File: src/rtl/mem_sram_ctrl_if.sv
// Pipeline-side load/store handshake between the MEM stage and the SRAM controller.
// master = pipeline (issues requests), slave = controller (returns data and ready).
interface mem_sram_ctrl_if #(
    parameter int unsigned ADDR_W = 32,
    parameter int unsigned DATA_W = 32
);
    logic              rd_en;
    logic              wr_en;
    logic [ADDR_W-1:0] addr;
    logic [DATA_W-1:0] wdata;
    logic [DATA_W-1:0] rdata;
    logic              ready;

    modport master (
        output rd_en, wr_en, addr, wdata,
        input  rdata, ready
    );

    modport slave (
        input  rd_en, wr_en, addr, wdata,
        output rdata, ready
    );
endinterface

File: src/rtl/mem_sram_ctrl.sv
// MEM-stage controller: splits each pipeline word access into BEATS SRAM cycles of
// WAIT_CYCLES clocks each; ready drops for the whole access so the pipeline can freeze.
module mem_sram_ctrl #(
    parameter int unsigned ADDR_W      = 32,
    parameter int unsigned DATA_W      = 32,
    parameter int unsigned SRAM_AW     = 18,
    parameter int unsigned SRAM_DW     = 16,
    parameter int unsigned WAIT_CYCLES = 5,
    parameter int unsigned BASE_ADDR   = 1024
) (
    input  logic               clk,
    input  logic               rst,
    mem_sram_ctrl_if.slave     bus,
    output logic [SRAM_AW-1:0] sram_addr,
    output logic [SRAM_DW-1:0] sram_dq_o,
    output logic               sram_dq_oe,
    input  logic [SRAM_DW-1:0] sram_dq_i,
    output logic               sram_we_n
);
    localparam int unsigned BEATS  = DATA_W / SRAM_DW;
    localparam int unsigned BEAT_W = (BEATS > 1) ? $clog2(BEATS) : 1;
    localparam int unsigned WAIT_W = (WAIT_CYCLES > 1) ? $clog2(WAIT_CYCLES) : 1;
    localparam logic [DATA_W-1:0] LANE_MASK = DATA_W'({SRAM_DW{1'b1}});

    localparam logic [1:0] S_IDLE   = 2'd0;
    localparam logic [1:0] S_ACCESS = 2'd1;
    localparam logic [1:0] S_DONE   = 2'd2;

    logic [1:0]        state_q, state_d;
    logic [BEAT_W-1:0] beat_q, beat_d;
    logic [WAIT_W-1:0] wait_cnt_q, wait_cnt_d;
    logic              op_wr_q, op_wr_d;
    logic [ADDR_W-1:0] addr_q, addr_d;
    logic [DATA_W-1:0] wdata_q, wdata_d;
    logic [DATA_W-1:0] rdata_q, rdata_d;

    logic        req;
    logic        last_wait;
    logic        last_beat;
    logic        ready_c;
    logic [31:0] shamt;

    assign req       = bus.rd_en | bus.wr_en;
    assign last_wait = (wait_cnt_q == WAIT_W'(WAIT_CYCLES - 1));
    assign last_beat = (beat_q == BEAT_W'(BEATS - 1));

    assign bus.ready = ready_c;
    assign bus.rdata = rdata_q;

    always_comb begin
        state_d    = state_q;
        beat_d     = beat_q;
        wait_cnt_d = wait_cnt_q;
        op_wr_d    = op_wr_q;
        addr_d     = addr_q;
        wdata_d    = wdata_q;
        rdata_d    = rdata_q;
        ready_c    = 1'b0;
        sram_addr  = '0;
        sram_dq_o  = '0;
        sram_dq_oe = 1'b0;
        sram_we_n  = 1'b1;
        shamt      = 32'(beat_q) * SRAM_DW;

        case (state_q)
            S_IDLE: begin
                ready_c = ~req;
                if (req) begin
                    state_d    = S_ACCESS;
                    op_wr_d    = bus.wr_en;
                    addr_d     = bus.addr;
                    wdata_d    = bus.wdata;
                    beat_d     = '0;
                    wait_cnt_d = '0;
                end
            end
            S_ACCESS: begin
                // Word index scaled to SRAM locations; wraps silently modulo the SRAM size.
                sram_addr = SRAM_AW'(((addr_q - ADDR_W'(BASE_ADDR)) >> 2) * ADDR_W'(BEATS)
                                     + ADDR_W'(beat_q));
                if (op_wr_q) begin
                    sram_dq_oe = 1'b1;
                    sram_dq_o  = SRAM_DW'(wdata_q >> shamt);
                    // Last clock of a beat releases we_n so address/data hold past the strobe.
                    sram_we_n  = (WAIT_CYCLES == 1) ? 1'b0 : last_wait;
                end else if (last_wait) begin
                    rdata_d = (rdata_q & ~(LANE_MASK << shamt))
                            | (DATA_W'(sram_dq_i) << shamt);
                end

                if (last_wait) begin
                    wait_cnt_d = '0;
                    if (last_beat) begin
                        beat_d  = '0;
                        state_d = S_DONE;
                    end else begin
                        beat_d = beat_q + BEAT_W'(1);
                    end
                end else begin
                    wait_cnt_d = wait_cnt_q + WAIT_W'(1);
                end
            end
            S_DONE: begin
                ready_c = 1'b1;
                state_d = S_IDLE;
            end
            default: state_d = S_IDLE;
        endcase
    end

    always_ff @(posedge clk or negedge rst) begin
        if (!rst) begin
            state_q    <= S_IDLE;
            beat_q     <= '0;
            wait_cnt_q <= '0;
            op_wr_q    <= 1'b0;
            addr_q     <= '0;
            wdata_q    <= '0;
            rdata_q    <= '0;
        end else begin
            state_q    <= state_d;
            beat_q     <= beat_d;
            wait_cnt_q <= wait_cnt_d;
            op_wr_q    <= op_wr_d;
            addr_q     <= addr_d;
            wdata_q    <= wdata_d;
            rdata_q    <= rdata_d;
        end
    end
endmodule
File: src/flat_wrapper.sv
// flat-port wrapper written by rule: the top's interface ports become plain ports
module mem_sram_ctrl_flat 
#(
    parameter int unsigned ADDR_W      = 32,
    parameter int unsigned DATA_W      = 32,
    parameter int unsigned SRAM_AW     = 18,
    parameter int unsigned SRAM_DW     = 16,
    parameter int unsigned WAIT_CYCLES = 5,
    parameter int unsigned BASE_ADDR   = 1024
)
  (clk, rst, sram_addr, sram_dq_o, sram_dq_oe, sram_dq_i, sram_we_n, bus_rd_en, bus_wr_en, bus_addr, bus_wdata, bus_rdata, bus_ready);
  mem_sram_ctrl_if #(.ADDR_W(ADDR_W), .DATA_W(DATA_W)) bus_i ();
  input  logic clk;
  input  logic rst;
  output logic [SRAM_AW-1:0] sram_addr;
  output logic [SRAM_DW-1:0] sram_dq_o;
  output logic sram_dq_oe;
  input  logic [SRAM_DW-1:0] sram_dq_i;
  output logic sram_we_n;
  input wire logic [$bits(bus_i.rd_en)-1:0] bus_rd_en;
  input wire logic [$bits(bus_i.wr_en)-1:0] bus_wr_en;
  input wire logic [$bits(bus_i.addr)-1:0] bus_addr;
  input wire logic [$bits(bus_i.wdata)-1:0] bus_wdata;
  output wire logic [$bits(bus_i.rdata)-1:0] bus_rdata;
  output wire logic [$bits(bus_i.ready)-1:0] bus_ready;
  assign bus_i.rd_en = bus_rd_en;
  assign bus_i.wr_en = bus_wr_en;
  assign bus_i.addr = bus_addr;
  assign bus_i.wdata = bus_wdata;
  assign bus_rdata = bus_i.rdata;
  assign bus_ready = bus_i.ready;
  mem_sram_ctrl #(.ADDR_W(ADDR_W), .DATA_W(DATA_W), .SRAM_AW(SRAM_AW), .SRAM_DW(SRAM_DW), .WAIT_CYCLES(WAIT_CYCLES), .BASE_ADDR(BASE_ADDR)) u_core (.clk(clk), .rst(rst), .bus(bus_i), .sram_addr(sram_addr), .sram_dq_o(sram_dq_o), .sram_dq_oe(sram_dq_oe), .sram_dq_i(sram_dq_i), .sram_we_n(sram_we_n));
endmodule
File: config.mk
export PLATFORM = sky130hd
export DESIGN_NAME = mem_sram_ctrl_flat
export DESIGN_NICKNAME = d
export VERILOG_FILES = /design/src/rtl/mem_sram_ctrl_if.sv /design/src/rtl/mem_sram_ctrl.sv /design/src/flat_wrapper.sv
export SDC_FILE = /design/constraint.sdc
export NUM_CORES = 1
export LEC_CHECK = 0
export CORE_MARGIN = 1.5
export CORE_UTILIZATION = 37
export CTS_CLUSTER_DIAMETER = 30
export DETAILED_ROUTE_END_ITERATION = 8
export GPL_ROUTABILITY_DRIVEN = 0
export PLACE_DENSITY_LB_ADDON = 0.15
export SLEW_MARGIN = 20
export SYNTH_ARGS = -nofsm -noshare
export SYNTH_HDL_FRONTEND = slang
export SYNTH_SLANG_ARGS = --single-unit
File: constraint.sdc
create_clock -name clk -period 2.9 [get_ports clk]
set_input_delay 0.87 -clock clk [delete_from_list [all_inputs] [get_ports clk]]
set_output_delay 0.87 -clock clk [all_outputs]
set_load 0.1 [all_outputs]
# == Word level (Yosys, flattened, before mapping) ==
# Index checks and enable logic that the tools add are counted.
# word_totals
reg_bits,90
inputBits,84
# op_classes
n_bitwise,6
mux,19
add_sub_neg,4
shift,3
n_eq_ne,6
reduce_logical,7
# ops
operator,count
$and 32x32->32,1
$mux 16,2
$not 32->32,1
$or 32x32->32,1
$shl 16x5->32,1
$shl 16x5->32 const A,1
$shr 32x5->16,1
$sub 19x11->19 const B,1
$add 18x1->18,1
$mux 18,1
$reduce_and 3->1,3
$mux 1,7
$mux 2,3
$mux 3,2
$ne 2x1->1 const B,3
$pmux 3 s2,1
$pmux 1 s2,2
$pmux 2 s2,1
$reduce_and 2->1,2
$add 3x1->3 const B,1
$eq 3x3->1 const B,1
$eq 2x1->1 const B,1
$eq 2x2->1 const B,1
$logic_not 2->1,1
other kinds (4),5

# == Depth between registers and ports, before layout ==
# depth
word_depth,4
ltp_mapped,7

# == Worst setup path before layout ==
# No wires, ideal clock.
# synth_path
path_kind,register -> output
from,register u_core.addr_q[10]
to,output sram_addr[17]
stages_incl_launch_ff,5
arrival_time_ns,3.537
setup_slack_ns,-1.507
required_ns,2.030
path_cell_list,dfrtp_1 > inv_1 > ha_1 > or4b_2 > o31ai_1
# synth_via
elab_chain_cells,3
# synth_lines
item,line_no,text
"start, declared",mem_sram_ctrl.sv:33,"logic [ADDR_W-1:0] addr_q, addr_d;"
"start signal, assigned",mem_sram_ctrl.sv:125,addr_q <= addr_d;
$sub 19x11->19,mem_sram_ctrl.sv:79,sram_addr = SRAM_AW'(((addr_q - ADDR_W'(BASE_ADDR)) >> 2) * ADDR_W'(BEATS)
$add 18x1->18,mem_sram_ctrl.sv:80,+ ADDR_W'(beat_q));
$mux 18,mem_sram_ctrl.sv:65,case (state_q)
"end, declared",flat_wrapper.sv:15,output logic [SRAM_AW-1:0] sram_addr;
# No other way between the ends.

# == Worst setup path after layout ==
# layout_path
from,register u_core.addr_q[11]
to,output sram_addr[17]
# Same word-level chain as after synthesis.

==> flow_summary.yaml <==
outcome:
  status: "completed"
cts:
  cts_root_buf: "clkbuf_8"
  cts_buffers: 9
  postCtsHoldBufs: 0
  ctsHtreeMaxLevel: 3
  clockBufferDepth: 2
  path_clk_slew_ns: 0.08
  cts_tree: "built"
  cts.sinks: 88
  clock_latency_ns: 0.35
yosys:
  ys_seq_area_share_pct: 55.4
  syn_inst: 298
  synth.distinct_cells: 42
  synth_area_sq_um: 3980
  synth_fp_nets: 385
  ys_warn_count: 0
  synthFlopType: "dfrtp_1"
  async_flop_share_pct: 100
  synth_area_per_cell_sq_um: 13.3
  ys_ff_latch: 88
  synth_edf_count: 0
worst_setup_path:
  critical_path_arrival_ns: 2.02
  worstSetupEndpointType: "output pin"
  critical_path.top_delay_family: "simple AND/OR/NAND/NOR gates"
  crit_type: "reg2out"
  regToRegStartpoint: "u_core.beat_q"
  slowest_delay_ns: 0.48
  cp_cell_sequence: "inv_2 > ha_4 > or4b_4 > o211ai_1 > o31ai_4 > buf_12"
  slowest_stage: "or4b_4"
  required_ns: 2.03
  crit_buf_inv: 2
  rr_worst_depth: 4
  crit_fanout: 2
  ff2ff_setup_slack_ns: 0.94
  worst_setup_path_start_kind: "flop"
min_path:
  hold-path-endpoint: "u_core.addr_q[4]"
  hp-start: "u_core.addr_q[4]"
  min_path_type: "reg2reg"
  hold_path_depth: 1
die:
  start_util_pct: 38.4
  io_pins: 153
  core_area_sq_um: 10400
  die_h_um: 107
  die_area_sq_um: 11400
  fp-row-count: 37
  fp.dieW_um: 107
timing:
  period_share_pct: 99.6
  setup_ws_ns: 0.0112
  setup_viol: 0
  drv_slew: 0
  worstMarginPinSlew_ns: 0.599
  fmax_mhz: 346
  slew_headroom_pct: 60.0
  hold_viol_final: 0
  skew_ns: 0.0118
  finalWorstPathRequiredPeriod_ns: 2.89
  rsz0062_at_grt: "true"
route:
  first_pass_iters: 4
  drt_iter0_markers: 104
  drt_wl_total_mm: 8.94
  drc: 0
  ant_nets: 0
  drt-wirelength-per-cell_um: 15.2
  vias: 2837
  via_per_inst: 4.82
placement:
  io_buffers: 137
  hpwlAfterDp_mm: 6.50
  dpl_worst_slack_ns: 0.0398
  placed_cells: 569
  placed_area_sq_um: 5880
final_layout:
  fin_area_sq_um: 6150
  nFillCells: 881
  mostFrequentLayoutCell: "dfrtp_1"
  finalNonFillerCells: 588
  final_cell_mix: "87 x dfrtp_1, 68 x mux2_2, 67 x clkdlybuf4s50_1"
  layout-drive-gt1-share_pct: 45.6
  nNetsFinal: 535
  syn_to_final_growth_pct: 54.5
  diodes: 0
grt:
  antenna_found_initial: 0
  grt_overflow: 0
  grtUsageTotal_pct: 16.4
  grt_first_pass_wirelength_mm: 14.7
  grt_pass1_vias: 3002
  grt_start_max_net_pins: 46
flow_run:
  cap_violations: 0
-- worst reg2reg max path, cell delays in order, from the launching register on --
cell	delay, ns
dfrtp_1	0.38
buf_4	0.18
nor4b_2	0.31
nand3_2	0.50
mux2_4	0.48
-- metal layers --
layer	up-vias	global-route usage, %	wire [um]
met3	12	5.41	591
li1	1329	-	-
met4	0	6.10	132
met1	1416	20.7	3810
met2	80	26.4	4400
met5	-	0	0
-- area by class of cell --
| cell class | instances | area (sq um) | share of cell area, % |
|---|---|---|---|
| inverter | 7 | 26.3 | 0.427 |
| clock buffer | 11 | 141 | 2.30 |
| tap | 136 | 170 | 2.77 |
| timing repair buffer | 156 | 1830 | 29.7 |
| clock inverter | 4 | 53.8 | 0.875 |
| multi-input combinational | 186 | 1730 | 28.1 |
| sequential | 88 | 2200 | 35.8 |
-- Yosys cell counts, types with 2 or more instances --
library cell  count  share of area [%]
dfrtp_1          88                 55
mux2_2           68                 19
nor2_1           26                2.5
mux2i_1          16                4.0
mux2_4           11                4.2
and2_1           10                1.6
inv_1             7               0.66
nand2_1           7               0.66
clkbuf_1          6               0.57
buf_6             5                1.4
o21ai_0           5               0.63
a21oi_1           4               0.50
buf_2             4               0.50
nand3_1           4               0.50
ha_1              3               0.94
xnor2_1           3               0.66
a31oi_1           2               0.31
nand2b_1          2               0.31
nor3_1            2               0.25
o31ai_1           2               0.38
or4_1             2               0.38
-- metrics by stage --
stage          hold WS [ns]  setup TNS, ns  util (%)
5_1_grt               0.520         -0.113      59.3
6_report              0.498              0      59.3
3_3_place_gp          0.481              0      56.7
2_1_floorplan         0.472          -5.82         -
3_5_place_dp          0.488              0      56.7
4_1_cts               0.507        -0.0602      59.0
-- logic make-up after synthesis --
family,synth area share [%]
compound gates,3.24
xor+xnor,0.661
fa+ha+maj,0.944
buf+inv,3.43
flops,55.4
mux,27.4
simple gates,8.93
-- repair_timing --
item                       4_1_cts  5_1_grt
gates cloned                     0        0
setup endpoints to repair        3        4
setup buffers                    4        0
pin swaps                        2        2
resized for setup                3        8
-- how the worst max path moves through the flow --
stage | start | endpoint | slack [ns] | cells past startpoint
detailed placement | bus_wr_en | bus_ready | 0.04 | 4
finish | u_core.addr_q[11] | sram_addr[17] | 0.01 | 6
floorplan | u_core.state_q[1] | sram_dq_o[10] | -0.43 | 6
global route | u_core.addr_q[11] | sram_addr[17] | -0.08 | 6
global placement | bus_wr_en | bus_ready | 0.04 | 4
CTS | u_core.addr_q[11] | sram_addr[17] | -0.06 | 6
Power is left out: the tool's default activity adds up to more than one toggle a clock period on the data nets, which glitch-free logic cannot reach.
